<file path="config.mk">
export PLATFORM = sky130hd
export DESIGN_NAME = motor_bridge_driver
export DESIGN_NICKNAME = d
export VERILOG_FILES = /design/src/rtl/motor_bridge_driver_pkg.sv /design/src/rtl/motor_bridge_driver_bridge_leg.sv /design/src/rtl/motor_bridge_driver.sv
export SDC_FILE = /design/constraint.sdc
export NUM_CORES = 1
export LEC_CHECK = 0
export CORE_ASPECT_RATIO = 0.8
export CORE_UTILIZATION = 54
export DETAILED_ROUTE_END_ITERATION = 12
export PLACE_DENSITY = 0.79
export SYNTH_ARGS = -nofsm -noshare
export SYNTH_HDL_FRONTEND = slang
export SYNTH_SLANG_ARGS = --single-unit
</file>
<file path="constraint.sdc">
create_clock -name clk -period 1.9 [get_ports clk]
set_input_delay 0.285 -clock clk [delete_from_list [all_inputs] [get_ports clk]]
set_output_delay 0.285 -clock clk [all_outputs]
set_load 0.01 [all_outputs]
</file>
<file path="src/rtl/motor_bridge_driver_pkg.sv">
// Shared types and constants for the motor H-bridge gate driver.
package motor_bridge_driver_pkg;

    // Width of the per-leg dead-time counter (covers DEAD_CYCLES up to 15).
    localparam int CNT_W = 4;

    // Per-leg switching state.
    typedef enum logic [2:0] {
        IDLE    = 3'd0,
        LOW     = 3'd1,
        DT_RISE = 3'd2,
        HIGH    = 3'd3,
        DT_FALL = 3'd4
    } leg_state_e;

    // Counter preload so that a dead-time state lasts exactly dead_cycles clocks.
    function automatic logic [CNT_W-1:0] dead_load(input int dead_cycles);
        return CNT_W'(dead_cycles - 1);
    endfunction

endpackage

</file>
<file path="src/rtl/motor_bridge_driver_bridge_leg.sv">
// One half-bridge leg: registers its PWM command, sequences the two gates
// through dead-time states, and drives hi/lo straight from flops.
module bridge_leg
    import motor_bridge_driver_pkg::*;
#(
    parameter int DEAD_CYCLES = 2
)
(
    input  logic       i_clk,
    input  logic       i_rst,
    input  logic       i_stop,
    input  logic       i_pwm,
    output logic       o_hi,
    output logic       o_lo,
    output leg_state_e o_state
);

    localparam logic [CNT_W-1:0] LOAD = dead_load(DEAD_CYCLES);

    logic             r_pwm_q;
    leg_state_e       r_state;
    leg_state_e       w_state_nxt;
    logic [CNT_W-1:0] r_cnt;
    logic [CNT_W-1:0] w_cnt_nxt;
    logic             r_hi;
    logic             r_lo;
    logic             w_hi_nxt;
    logic             w_lo_nxt;

    // State register: PWM sample, FSM state, dead-time counter and gate flops.
    always_ff @(posedge i_clk) begin
        if (i_rst) begin
            r_pwm_q <= 1'b0;
            r_state <= IDLE;
            r_cnt   <= '0;
            r_hi    <= 1'b0;
            r_lo    <= 1'b0;
        end else begin
            r_pwm_q <= i_pwm;
            r_state <= w_state_nxt;
            r_cnt   <= w_cnt_nxt;
            r_hi    <= w_hi_nxt;
            r_lo    <= w_lo_nxt;
        end
    end

    // Next-state and counter logic; a stop request beats every other transition.
    always_comb begin
        w_state_nxt = r_state;
        w_cnt_nxt   = r_cnt;
        if (i_stop) begin
            w_state_nxt = IDLE;
            w_cnt_nxt   = '0;
        end else begin
            case (r_state)
                // Always pass through a dead time before the low side closes.
                IDLE: begin
                    w_state_nxt = DT_FALL;
                    w_cnt_nxt   = LOAD;
                end
                LOW: begin
                    if (r_pwm_q) begin
                        w_state_nxt = DT_RISE;
                        w_cnt_nxt   = LOAD;
                    end
                end
                HIGH: begin
                    if (!r_pwm_q) begin
                        w_state_nxt = DT_FALL;
                        w_cnt_nxt   = LOAD;
                    end
                end
                // Abort back to LOW if the command drops: the high side never opened.
                DT_RISE: begin
                    if (!r_pwm_q) begin
                        w_state_nxt = LOW;
                        w_cnt_nxt   = '0;
                    end else if (r_cnt == '0) begin
                        w_state_nxt = HIGH;
                    end else begin
                        w_cnt_nxt = r_cnt - CNT_W'(1);
                    end
                end
                // Return to HIGH if the command comes back: the low side never closed.
                DT_FALL: begin
                    if (r_pwm_q) begin
                        w_state_nxt = HIGH;
                        w_cnt_nxt   = '0;
                    end else if (r_cnt == '0) begin
                        w_state_nxt = LOW;
                    end else begin
                        w_cnt_nxt = r_cnt - CNT_W'(1);
                    end
                end
                default: begin
                    w_state_nxt = IDLE;
                    w_cnt_nxt   = '0;
                end
            endcase
        end
    end

    // Gate decode from the next state, so the gate flops track the state flop.
    always_comb begin
        w_hi_nxt = (w_state_nxt == HIGH);
        w_lo_nxt = (w_state_nxt == LOW);
    end

    assign o_hi    = r_hi;
    assign o_lo    = r_lo;
    assign o_state = r_state;

endmodule

</file>
<file path="src/rtl/motor_bridge_driver.sv">
// Dual half-bridge gate driver: two dead-time protected legs plus a sticky
// overcurrent latch that shuts both legs down until reset.
module motor_bridge_driver
    import motor_bridge_driver_pkg::*;
#(
    parameter int DEAD_CYCLES = 2
)
(
    input  logic       clk,
    input  logic       rst,
    input  logic       en,
    input  logic       fault_in,
    input  logic       lpwm,
    input  logic       rpwm,
    output logic       l_hi,
    output logic       l_lo,
    output logic       r_hi,
    output logic       r_lo,
    output logic       fault,
    output leg_state_e o_dbg_l_state,
    output leg_state_e o_dbg_r_state
);

    logic r_fault;
    logic w_stop;

    // Fault latch: sets on a sampled fault_in, clears only on reset.
    always_ff @(posedge clk) begin
        if (rst) begin
            r_fault <= 1'b0;
        end else if (fault_in) begin
            r_fault <= 1'b1;
        end
    end

    // The raw flag is included so the gates open on the same edge the latch sets.
    assign w_stop = ~en | fault_in | r_fault;
    assign fault  = r_fault;

    bridge_leg #(.DEAD_CYCLES(DEAD_CYCLES)) u_left (
        .i_clk   (clk),
        .i_rst   (rst),
        .i_stop  (w_stop),
        .i_pwm   (lpwm),
        .o_hi    (l_hi),
        .o_lo    (l_lo),
        .o_state (o_dbg_l_state)
    );

    bridge_leg #(.DEAD_CYCLES(DEAD_CYCLES)) u_right (
        .i_clk   (clk),
        .i_rst   (rst),
        .i_stop  (w_stop),
        .i_pwm   (rpwm),
        .o_hi    (r_hi),
        .o_lo    (r_lo),
        .o_state (o_dbg_r_state)
    );

endmodule
</file>
==> results of run 1 <==
## worst min-delay path by stage
stage                                       startpoint  slack [ns]                           end  cells after the start
after global routing      u_left.r_cnt[1]$_SDFFE_PP0P_        0.52  u_left.r_cnt[1]$_SDFFE_PP0P_                      2
after global placement    u_left.r_cnt[1]$_SDFFE_PP0P_        0.47  u_left.r_cnt[1]$_SDFFE_PP0P_                      2
final                     u_left.r_cnt[1]$_SDFFE_PP0P_        0.49  u_left.r_cnt[1]$_SDFFE_PP0P_                      2
after CTS                 u_left.r_cnt[1]$_SDFFE_PP0P_        0.49  u_left.r_cnt[1]$_SDFFE_PP0P_                      2
after detailed placement  u_left.r_cnt[1]$_SDFFE_PP0P_        0.47  u_left.r_cnt[1]$_SDFFE_PP0P_                      2
after floorplan                                    rst        0.36     u_left.r_pwm_q$_SDFF_PP0_                      1
## worst reg2reg max path: cells and delay by family, from the launching register on
family,cells,cell delay (ns)
flops,1,0.39
simple gates,2,0.98
compound gates,2,0.31
## power by group
part,switching [W],internal (W),leakage (nW)
Combinational,0.0000523,0.0000563,0.360
Clock,0.000130,0.0000819,0.0150
Sequential,0.0000108,0.000449,0.170
Total,0.000194,0.000587,0.546
## routing by layer
layer,routed length [um],global-route usage
met4,21,0.0439
met5,0,0
met3,178,0.0630
met1,1390,0.316
met2,1260,0.371
## cell type report
type | instances | area [um^2] | area share
Inverter | 6 | 22.5 | 0.0149
Multi-Input combinational cell | 124 | 786 | 0.519
Tap cell | 25 | 31.3 | 0.0207
Clock buffer | 4 | 26.3 | 0.0174
Sequential cell | 21 | 420 | 0.278
Timing Repair Buffer | 25 | 228 | 0.150
## cell usage after synthesis, types with 2 or more instances
master and instances:
nor2_1 12, a31oi_1 4, nand2_1 13, nor4b_1 2, or2_2 3, inv_1 6
o32a_1 2, dfxtp_1 21, o21ai_0 11, nor3b_1 2, nor2b_1 6, clkbuf_1 8
nor3_1 5, nor3b_2 2, and2_1 2, or3_1 2, o22ai_1 2, nand3_1 2
a211oi_1 2, ha_1 2, a311oi_1 2, nand3b_1 2, nand2b_1 7, a21oi_1 17
## state kept, by name, summed over array words and instances, names as in the netlist
signal           cells
u_right.o_lo         1
u_right.r_pwm_q      1
u_left.r_cnt         4
u_left.o_lo          1
u_right.r_cnt        4
u_right.o_hi         1
u_left.o_hi          1
u_right.o_state      3
u_left.r_pwm_q       1
fault                1
u_left.o_state       3
## per-stage QoR
stage,setup WS (ns),area [um^2]
after floorplan,0.116,1270
after global placement,0.157,1490
after detailed placement,0.0322,1490
after CTS,0.111,1510
after global routing,0.0251,1510
final,0.119,1510
## kinds of logic after synthesis
kind of cell	share of synthesized area
buffers and inverters	0.0474
adder cells (fa/ha/maj)	0.0198
AND/OR/NAND/NOR	0.321
AO/OA/AOI/OAI	0.265
flip-flops	0.332
XOR/XNOR	0.00692
multiplexers	0.00791
==> flow_summary.json, run 1 <==
{
  "status": "complete, no violations",
  "rrSetupSlack_ns": 0.15,
  "numCtsBuffers": 3,
  "synth_top_area_frac": 0.332,
  "slew_headroom": 0.639,
  "crit_fanout": 13,
  "ctsHoldBuffers": 0,
  "globalplace.congestion": 0.873,
  "reg2reg_depth": 4,
  "clk_path_buf_depth": 2,
  "reg2reg_to": "u_right.r_cnt[3]$_SDFFE_PP0P_",
  "row_count": 15,
  "cts_tree": "built",
  "netlist.top_cell.by_area": "dfxtp_1",
  "firstDrtPassIters": 4,
  "synth-seq-cells": 21,
  "fin_worst_skew_ns": 0.0139,
  "critical_path_cell_count": 1,
  "grt_pass1_wl_mm": 4.45,
  "io_pins": 17,
  "drt_wl_total_mm": 2.85,
  "die_h_um": 45.3,
  "clkSlewWorstSetupHoldPaths_ns": 0.12,
  "clock-sinks": 21,
  "start_kind": "flop",
  "ant_nets": 0,
  "drc": 0,
  "placed_cells": 201,
  "wl_per_cell_um": 13.9,
  "io_buffers": 16,
  "die_w_um": 56.1,
  "route.vias.total": 1237,
  "final_layout_size_suffix_gt1_frac": 0.122,
  "final_common_cell": "dfxtp_1",
  "cts_setup_buffers": 0,
  "clock.fmax_ghz": 0.562,
  "synth-async-reset-ratio": 0,
  "synthesis.area_mm2": 0.00127,
  "syn-instance-count": 160,
  "antenna_found_initial": 0,
  "synth_cell_types": 47,
  "irDropWorstVdd_mv": 0.524,
  "final_cell_mix": "21 x dfxtp_1, 17 x a21oi_1, 16 x clkdlybuf4s50_1",
  "grt_max_degree": 17,
  "insertion_delay_ns": 0.31,
  "final_nets": 189,
  "core_area_mm2": 0.00218,
  "p_per_area_mw_per_mm2": 515,
  "final_hold_viol_count": 0,
  "crit_buf_inv": 1,
  "cp_top_family": "buffers and inverters",
  "path_cells": "clkdlybuf4s50_1",
  "r2r-start": "u_right.o_state[2]$_SDFF_PP0_",
  "worstSetupEndpointType": "primary output",
  "final_cell_count_no_fill": 205,
  "overflow": 0,
  "maxSlewViolCount": 0,
  "hold_ws_ns": 0.488,
  "synth_ff_type": "dfxtp_1",
  "fin_crit_ns": 1.78,
  "crit_type": "reg -> out",
  "first_global_vias": 994,
  "synth_area_leaders": "dfxtp_1 33%, a21oi_1 6.7%, o21ai_0 4.3%, nand2_1 3.9%, nor2_1 3.6%",
  "rsz0062_at_grt": "false",
  "crit_required_ns": 1.62,
  "setup_tns_ns": 0,
  "n_antenna_cell": 0,
  "setup_viol": 0,
  "synth_fp_nets": 168,
  "track_usage": 0.230,
  "crit_end": "o_dbg_l_state[0]",
  "cp_slowest_cell": "clkdlybuf4s50_1",
  "drv_cap": 0,
  "fin_util": 0.695,
  "critPathMaxStageDelay_ns": 0.62,
  "dpl.hpwl_mm": 2.14,
  "viasPerCell": 6.03,
  "worst_pin_slew_ns": 0.540,
  "hold_path_class": "reg -> reg",
  "drt_iter0_drc": 46,
  "startpoint": "u_left.o_state[0]$_SDFF_PP0_",
  "root_buffer": "clkbuf_4",
  "h-tree-depth": 1,
  "synth_enable_flop_cells": 0,
  "p_leak_nw": 0.546,
  "fillerInstances": 182,
  "ys_warn_count": 0,
  "die_area_mm2": 0.00254,
  "finalCritPeriodShare": 0.937,
  "yosysSeqAreaShare": 0.332,
  "cts_resized": 0,
  "area_growth_pct": 19.6,
  "cp.arrival_ns": 1.50,
  "initial_core_util": 0.582,
  "synth_area_per_cell_um2": 7.91,
  "power.total_w": 0.000780
}
(Power assumes the default switching activity.)
==> run 2: changes to the inputs <==
--- a/config.mk
+++ b/config.mk
@@ -8,7 +8,7 @@
 export CORE_ASPECT_RATIO = 0.8
 export CORE_UTILIZATION = 54
 export DETAILED_ROUTE_END_ITERATION = 12
-export PLACE_DENSITY = 0.79
+export PLACE_DENSITY = 0.81
 export SYNTH_ARGS = -nofsm -noshare
 export SYNTH_HDL_FRONTEND = slang
 export SYNTH_SLANG_ARGS = --single-unit
==> flow_summary.json, run 2 (same netlist as run 1, synthesis figures left out) <==
{
  "crit_buf_inv": 1,
  "cp.arrival_ns": 1.53,
  "finalCritPeriodShare": 0.955,
  "viasPerCell": 5.99,
  "clkSlewWorstSetupHoldPaths_ns": 0.12,
  "irDropWorstVdd_mv": 0.513,
  "fin_util": 0.697,
  "worst_pin_slew_ns": 0.421,
  "reg_top3": "u_left.r_cnt (4), u_right.r_cnt (4)",
  "dpl.hpwl_mm": 2.08,
  "firstDrtPassIters": 4,
  "grt_pass1_wl_mm": 4.69,
  "n_antenna_cell": 0,
  "fin_crit_ns": 1.81,
  "seq_area_um2": 420,
  "initial_core_util": 0.582,
  "first_global_vias": 1057,
  "crit_required_ns": 1.62,
  "final_nets": 188,
  "stdcell_area_mm2": 0.00152,
  "status": "complete, no violations",
  "path_cells": "clkdlybuf4s50_1",
  "drt_iter0_drc": 37,
  "cts_tree": "built",
  "area_growth_pct": 19.8,
  "antenna_found_initial": 0,
  "wl_per_cell_um": 14.1,
  "startpoint": "u_left.o_state[0]$_SDFF_PP0_",
  "maxSlewViolCount": 0,
  "drt_wl_total_mm": 2.88,
  "slew_headroom": 0.719,
  "hold_ws_ns": 0.506,
  "reg2reg_depth": 4,
  "globalplace.congestion": 0.906,
  "h-tree-depth": 1,
  "io_buffers": 16,
  "critPathMaxStageDelay_ns": 0.62,
  "crit_end": "o_dbg_l_state[0]",
  "die_h_um": 45.3,
  "row_count": 15,
  "hold_path_class": "reg -> reg",
  "ctsHoldBuffers": 0,
  "overflow": 0,
  "r2r-start": "u_right.r_pwm_q$_SDFF_PP0_",
  "clk_path_buf_depth": 2,
  "final_cell_mix": "21 x dfxtp_1, 17 x a21oi_1, 16 x clkdlybuf4s50_1",
  "die_w_um": 56.1,
  "rrSetupSlack_ns": 0.16,
  "drv_cap": 0,
  "root_buffer": "clkbuf_4",
  "final_layout_size_suffix_gt1_frac": 0.123,
  "final_common_cell": "dfxtp_1",
  "cp_slowest_cell": "clkdlybuf4s50_1",
  "crit_fanout": 13,
  "reg2reg_to": "u_right.r_cnt[3]$_SDFFE_PP0P_",
  "p_leak_nw": 0.544,
  "die_area_mm2": 0.00254,
  "grt_max_degree": 17,
  "rsz0062_at_grt": "false",
  "ant_nets": 0,
  "route.vias.total": 1222,
  "p_per_area_mw_per_mm2": 519,
  "io_pins": 17,
  "place_area_mm2": 0.00148,
  "cts_setup_buffers": 0,
  "track_usage": 0.238,
  "clock.fmax_ghz": 0.551,
  "crit_type": "reg -> out",
  "setup_tns_ns": 0,
  "fillerInstances": 185,
  "cp_top_family": "buffers and inverters",
  "final_hold_viol_count": 0,
  "fin_worst_skew_ns": 0.00459,
  "clock-sinks": 21,
  "drc": 0,
  "critical_path_cell_count": 1,
  "insertion_delay_ns": 0.31,
  "cts_resized": 0,
  "setup_viol": 0,
  "core_area_mm2": 0.00218,
  "worstSetupEndpointType": "primary output",
  "multi_input_area_um2": 792,
  "start_kind": "flop",
  "numCtsBuffers": 3
}
-- run 2: worst min-delay path by stage --
stage | slack [ns] | startpoint | depth (start not counted) | endpoint
final | 0.51 | u_left.r_cnt[1]$_SDFFE_PP0P_ | 2 | u_left.r_cnt[1]$_SDFFE_PP0P_
after global routing | 0.52 | lpwm | 2 | u_left.r_pwm_q$_SDFF_PP0_
after CTS | 0.51 | u_left.r_cnt[1]$_SDFFE_PP0P_ | 2 | u_left.r_cnt[1]$_SDFFE_PP0P_
after detailed placement | 0.49 | u_left.r_cnt[1]$_SDFFE_PP0P_ | 2 | u_left.r_cnt[1]$_SDFFE_PP0P_
after global placement | 0.47 | u_left.r_cnt[1]$_SDFFE_PP0P_ | 2 | u_left.r_cnt[1]$_SDFFE_PP0P_
after floorplan | 0.36 | rst | 1 | u_left.r_pwm_q$_SDFF_PP0_
-- run 2: final cells by class --
type	count	share of cell area
Multi-Input combinational cell	124	0.522
Sequential cell	21	0.277
Timing Repair Buffer	24	0.145
Tap cell	25	0.0206
Clock buffer	3	0.0149
Inverter	6	0.0149
Clock inverter	1	0.00495
-- run 2: stage by stage --
| step | instances | setup slack (ns) | power, W |
|---|---|---|---|
| finish | 204 | 0.0853 | 0.000788 |
| detailed placement | 200 | 0.0983 | 0.000576 |
| global placement | 200 | 0.163 | 0.000572 |
| floorplan | 160 | 0.116 | 0.000535 |
| CTS | 204 | 0.0836 | 0.000795 |
| global route | 204 | 0.0270 | 0.000826 |
-- run 2: power by group --
| group | internal [W] | total (W) | switching [W] |
|---|---|---|---|
| clock | 0.0000803 | 0.000218 | 0.000138 |
| sequential | 0.000449 | 0.000460 | 0.0000110 |
| combinational | 0.0000564 | 0.000110 | 0.0000532 |
-- run 2: layer usage --
| layer | up-vias | track usage | routed length (um) |
|---|---|---|---|
| li1 | 624 | - | - |
| met1 | 557 | 0.319 | 1400 |
| met2 | 37 | 0.386 | 1310 |
| met3 | 4 | 0.0659 | 148 |
| met4 | 0 | 0.0634 | 26 |
| met5 | - | 0 | 0 |
==> run 3: changes to the inputs <==
--- a/config.mk
+++ b/config.mk
@@ -5,10 +5,12 @@
 export SDC_FILE = /design/constraint.sdc
 export NUM_CORES = 1
 export LEC_CHECK = 0
+export ABC_AREA = 1
 export CORE_ASPECT_RATIO = 0.8
-export CORE_UTILIZATION = 54
+export CORE_UTILIZATION = 52
 export DETAILED_ROUTE_END_ITERATION = 12
-export PLACE_DENSITY = 0.81
+export PLACE_DENSITY = 0.79
+export RECOVER_POWER = 50
 export SYNTH_ARGS = -nofsm -noshare
 export SYNTH_HDL_FRONTEND = slang
 export SYNTH_SLANG_ARGS = --single-unit
==> flow_summary.json, run 3 <==
{
  "numCtsBuffers": 3,
  "crit_fanout": 7,
  "min_delay_worst_endpoint": "u_right.r_pwm_q$_SDFF_PP0_",
  "critPathMaxStageDelay_ns": 0.58,
  "drt_wl_total_mm": 2.33,
  "final_hold_viol_count": 0,
  "insertion_delay_ns": 0.31,
  "reg2reg_to": "u_left.o_lo$_SDFF_PP0_",
  "h-tree-depth": 1,
  "ys_warn_count": 0,
  "drc": 0,
  "cts_setup_buffers": 0,
  "start_kind": "flop",
  "final_nets": 199,
  "rrSetupSlack_ns": 0.40,
  "dpl.hpwl_mm": 1.86,
  "ant_nets": 0,
  "fillerInstances": 174,
  "antenna_found_initial": 0,
  "initial_core_util": 0.574,
  "drv_cap": 0,
  "wl_per_cell_um": 10.9,
  "clock.fmax_ghz": 0.604,
  "ctsHoldBuffers": 0,
  "yosysMostFrequentCell": "nand2_1",
  "reg2reg_depth": 8,
  "n_antenna_cell": 0,
  "status": "complete, no violations",
  "synth-async-reset-ratio": 0,
  "io_pins": 17,
  "irDropWorstVdd_mv": 0.412,
  "final_cell_mix": "38 x nand2_1, 28 x inv_1, 22 x nor2_1",
  "worst_pin_slew_ns": 0.371,
  "synth_top_area_frac": 0.377,
  "yosys-top-cells-count": "38 x nand2_1, 27 x inv_1, 21 x dfxtp_1, 21 x nor2_1, 16 x nand3_1",
  "fin_crit_ns": 1.65,
  "synthesis.area_mm2": 0.00112,
  "cp.arrival_ns": 1.37,
  "final_layout_size_suffix_gt1_frac": 0.0895,
  "route.vias.total": 1087,
  "switching_power_w": 0.000201,
  "drt_iter0_drc": 19,
  "syn-instance-count": 171,
  "cp_top_family": "buffers and inverters",
  "combPwrFrac": 0.106,
  "seq_power_share": 0.596,
  "root_buffer": "clkbuf_4",
  "synth_area_leaders": "dfxtp_1 38%, nand2_1 13%, inv_1 9.1%, nand3_1 7.2%, nor2_1 7.1%",
  "min-delay-start": "rpwm",
  "final_common_cell": "nand2_1",
  "reg_top3": "u_left.r_cnt (4), u_right.r_cnt (4)",
  "clk_path_buf_depth": 2,
  "maxSlewViolCount": 0,
  "slew_headroom": 0.752,
  "core_area_mm2": 0.00194,
  "yosysSeqAreaShare": 0.377,
  "cts_resized": 0,
  "r2r-start": "u_left.r_cnt[0]$_SDFFE_PP0P_",
  "crit_buf_inv": 1,
  "io_buffers": 16,
  "hold_path_class": "in -> reg",
  "p_per_area_mw_per_mm2": 576,
  "holdPathStages": 3,
  "synth_enable_flop_cells": 0,
  "synth_cell_types": 22,
  "setup_viol": 0,
  "grt_max_degree": 14,
  "crit_required_ns": 1.62,
  "die_area_mm2": 0.00234,
  "globalplace.congestion": 0.899,
  "p_leak_nw": 0.632,
  "path_cells": "clkdlybuf4s50_1",
  "synth_fp_nets": 179,
  "grt_pass1_wl_mm": 4.19,
  "clock-sinks": 21,
  "setup_tns_ns": 0,
  "area_growth_pct": 18.8,
  "swShare": 0.263,
  "die_h_um": 43.4,
  "clock_power_share": 0.298,
  "finalCritPeriodShare": 0.871,
  "viasPerCell": 5.08,
  "track_usage": 0.242,
  "power.total_w": 0.000764,
  "synth-seq-cells": 21,
  "cts_tree": "built",
  "fin_worst_skew_ns": 0.00251,
  "rsz0062_at_grt": "false",
  "synth_area_per_cell_um2": 6.53,
  "netlist.top_cell.by_area": "dfxtp_1",
  "crit_type": "reg -> out",
  "first_global_vias": 1001,
  "worstSetupEndpointType": "primary output",
  "overflow": 0,
  "firstDrtPassIters": 4,
  "die_w_um": 53.8,
  "synth_ff_type": "dfxtp_1",
  "cp_slowest_cell": "clkdlybuf4s50_1",
  "clkSlewWorstSetupHoldPaths_ns": 0.13,
  "row_count": 14,
  "p_int_w": 0.000562
}
==> run 3: cell types whose count changed in the layout (fill, tap and decap cells not counted), moves of 5 or more <==
cell,change
nand2_1,+25
inv_2,+5
a21oi_1,-8
nor2_1,+10
nand2b_1,-7
buf_4,-8
nor2b_1,-6
nand3_1,+14
inv_1,+22
==> run 3: power by group through the flow <==
stage / combinational (W) / sequential [W] / clock (W)
2_1_floorplan: 0.0000520 / 0.000465 / 0
3_3_place_gp: 0.0000790 / 0.000464 / 0
3_5_place_dp: 0.0000819 / 0.000465 / 0
4_1_cts: 0.0000821 / 0.000455 / 0.000231
5_1_grt: 0.0000917 / 0.000456 / 0.000249
6_report: 0.0000810 / 0.000455 / 0.000227
==> run 3: worst min-delay path, stage by stage <==
cell,delay (ns)
clkdlybuf4s50_1,0.40
inv_1,0.05
nor2_1,0.03
==> run 3: kinds of logic (layout without fill, tap and decap cells) <==
group / count (synthesis) / count (layout) / synth area share
flops: 21 / 21 / 0.377
simple gates: 91 / 91 / 0.362
xor+xnor: 1 / 1 / 0.00785
buf+inv: 34 / 53 / 0.114
compound gates: 22 / 22 / 0.117
fa+ha+maj: 2 / 2 / 0.0224
==> run 3: worst max path at each step <==
stage / start / end / slack [ns] / cells after the start
finish: u_right.o_state[2]$_SDFF_PP0_ / o_dbg_r_state[2] / 0.25 / 1
global route: u_right.o_state[2]$_SDFF_PP0_ / o_dbg_r_state[2] / 0.16 / 1
CTS: u_left.o_state[0]$_SDFF_PP0_ / o_dbg_l_state[0] / 0.23 / 1
detailed placement: en / u_left.r_cnt[0]$_SDFFE_PP0P_ / 0.40 / 5
global placement: fault_in / u_left.o_hi$_SDFF_PP0_ / 0.42 / 8
floorplan: u_right.r_cnt[0]$_SDFFE_PP0P_ / u_right.o_lo$_SDFF_PP0_ / 0.67 / 8
==> run 3: stage by stage <==
step / area, um^2 / setup slack (ns) / hold slack (ns) / util / std cells
after CTS: 1330 / 0.230 / 0.480 / 0.685 / 214
after global placement: 1300 / 0.423 / 0.469 / 0.670 / 210
after floorplan: 1120 / 0.673 / 0.392 / - / 171
after detailed placement: 1300 / 0.397 / 0.485 / 0.670 / 210
after global routing: 1330 / 0.161 / 0.500 / 0.682 / 214
final: 1330 / 0.245 / 0.482 / 0.682 / 214
==> run 3: layout make-up <==
class / instances / area [um^2] / area share
Inverter: 33 / 124 / 0.0934
Timing Repair Buffer: 16 / 160 / 0.121
Sequential cell: 21 / 420 / 0.317
Clock inverter: 1 / 7.51 / 0.00566
Tap cell: 24 / 30.0 / 0.0226
Clock buffer: 3 / 22.5 / 0.0170
Multi-Input combinational cell: 116 / 562 / 0.424
==> run 3: routing by layer <==
metal / global-route usage / share of wire / up-vias
met4: 0.0474 / 0.0056 / 0
li1: - / - / 585
met1: 0.334 / 0.50 / 481
met2: 0.388 / 0.46 / 19
met3: 0.0526 / 0.032 / 2
met5: 0 / 0 / -
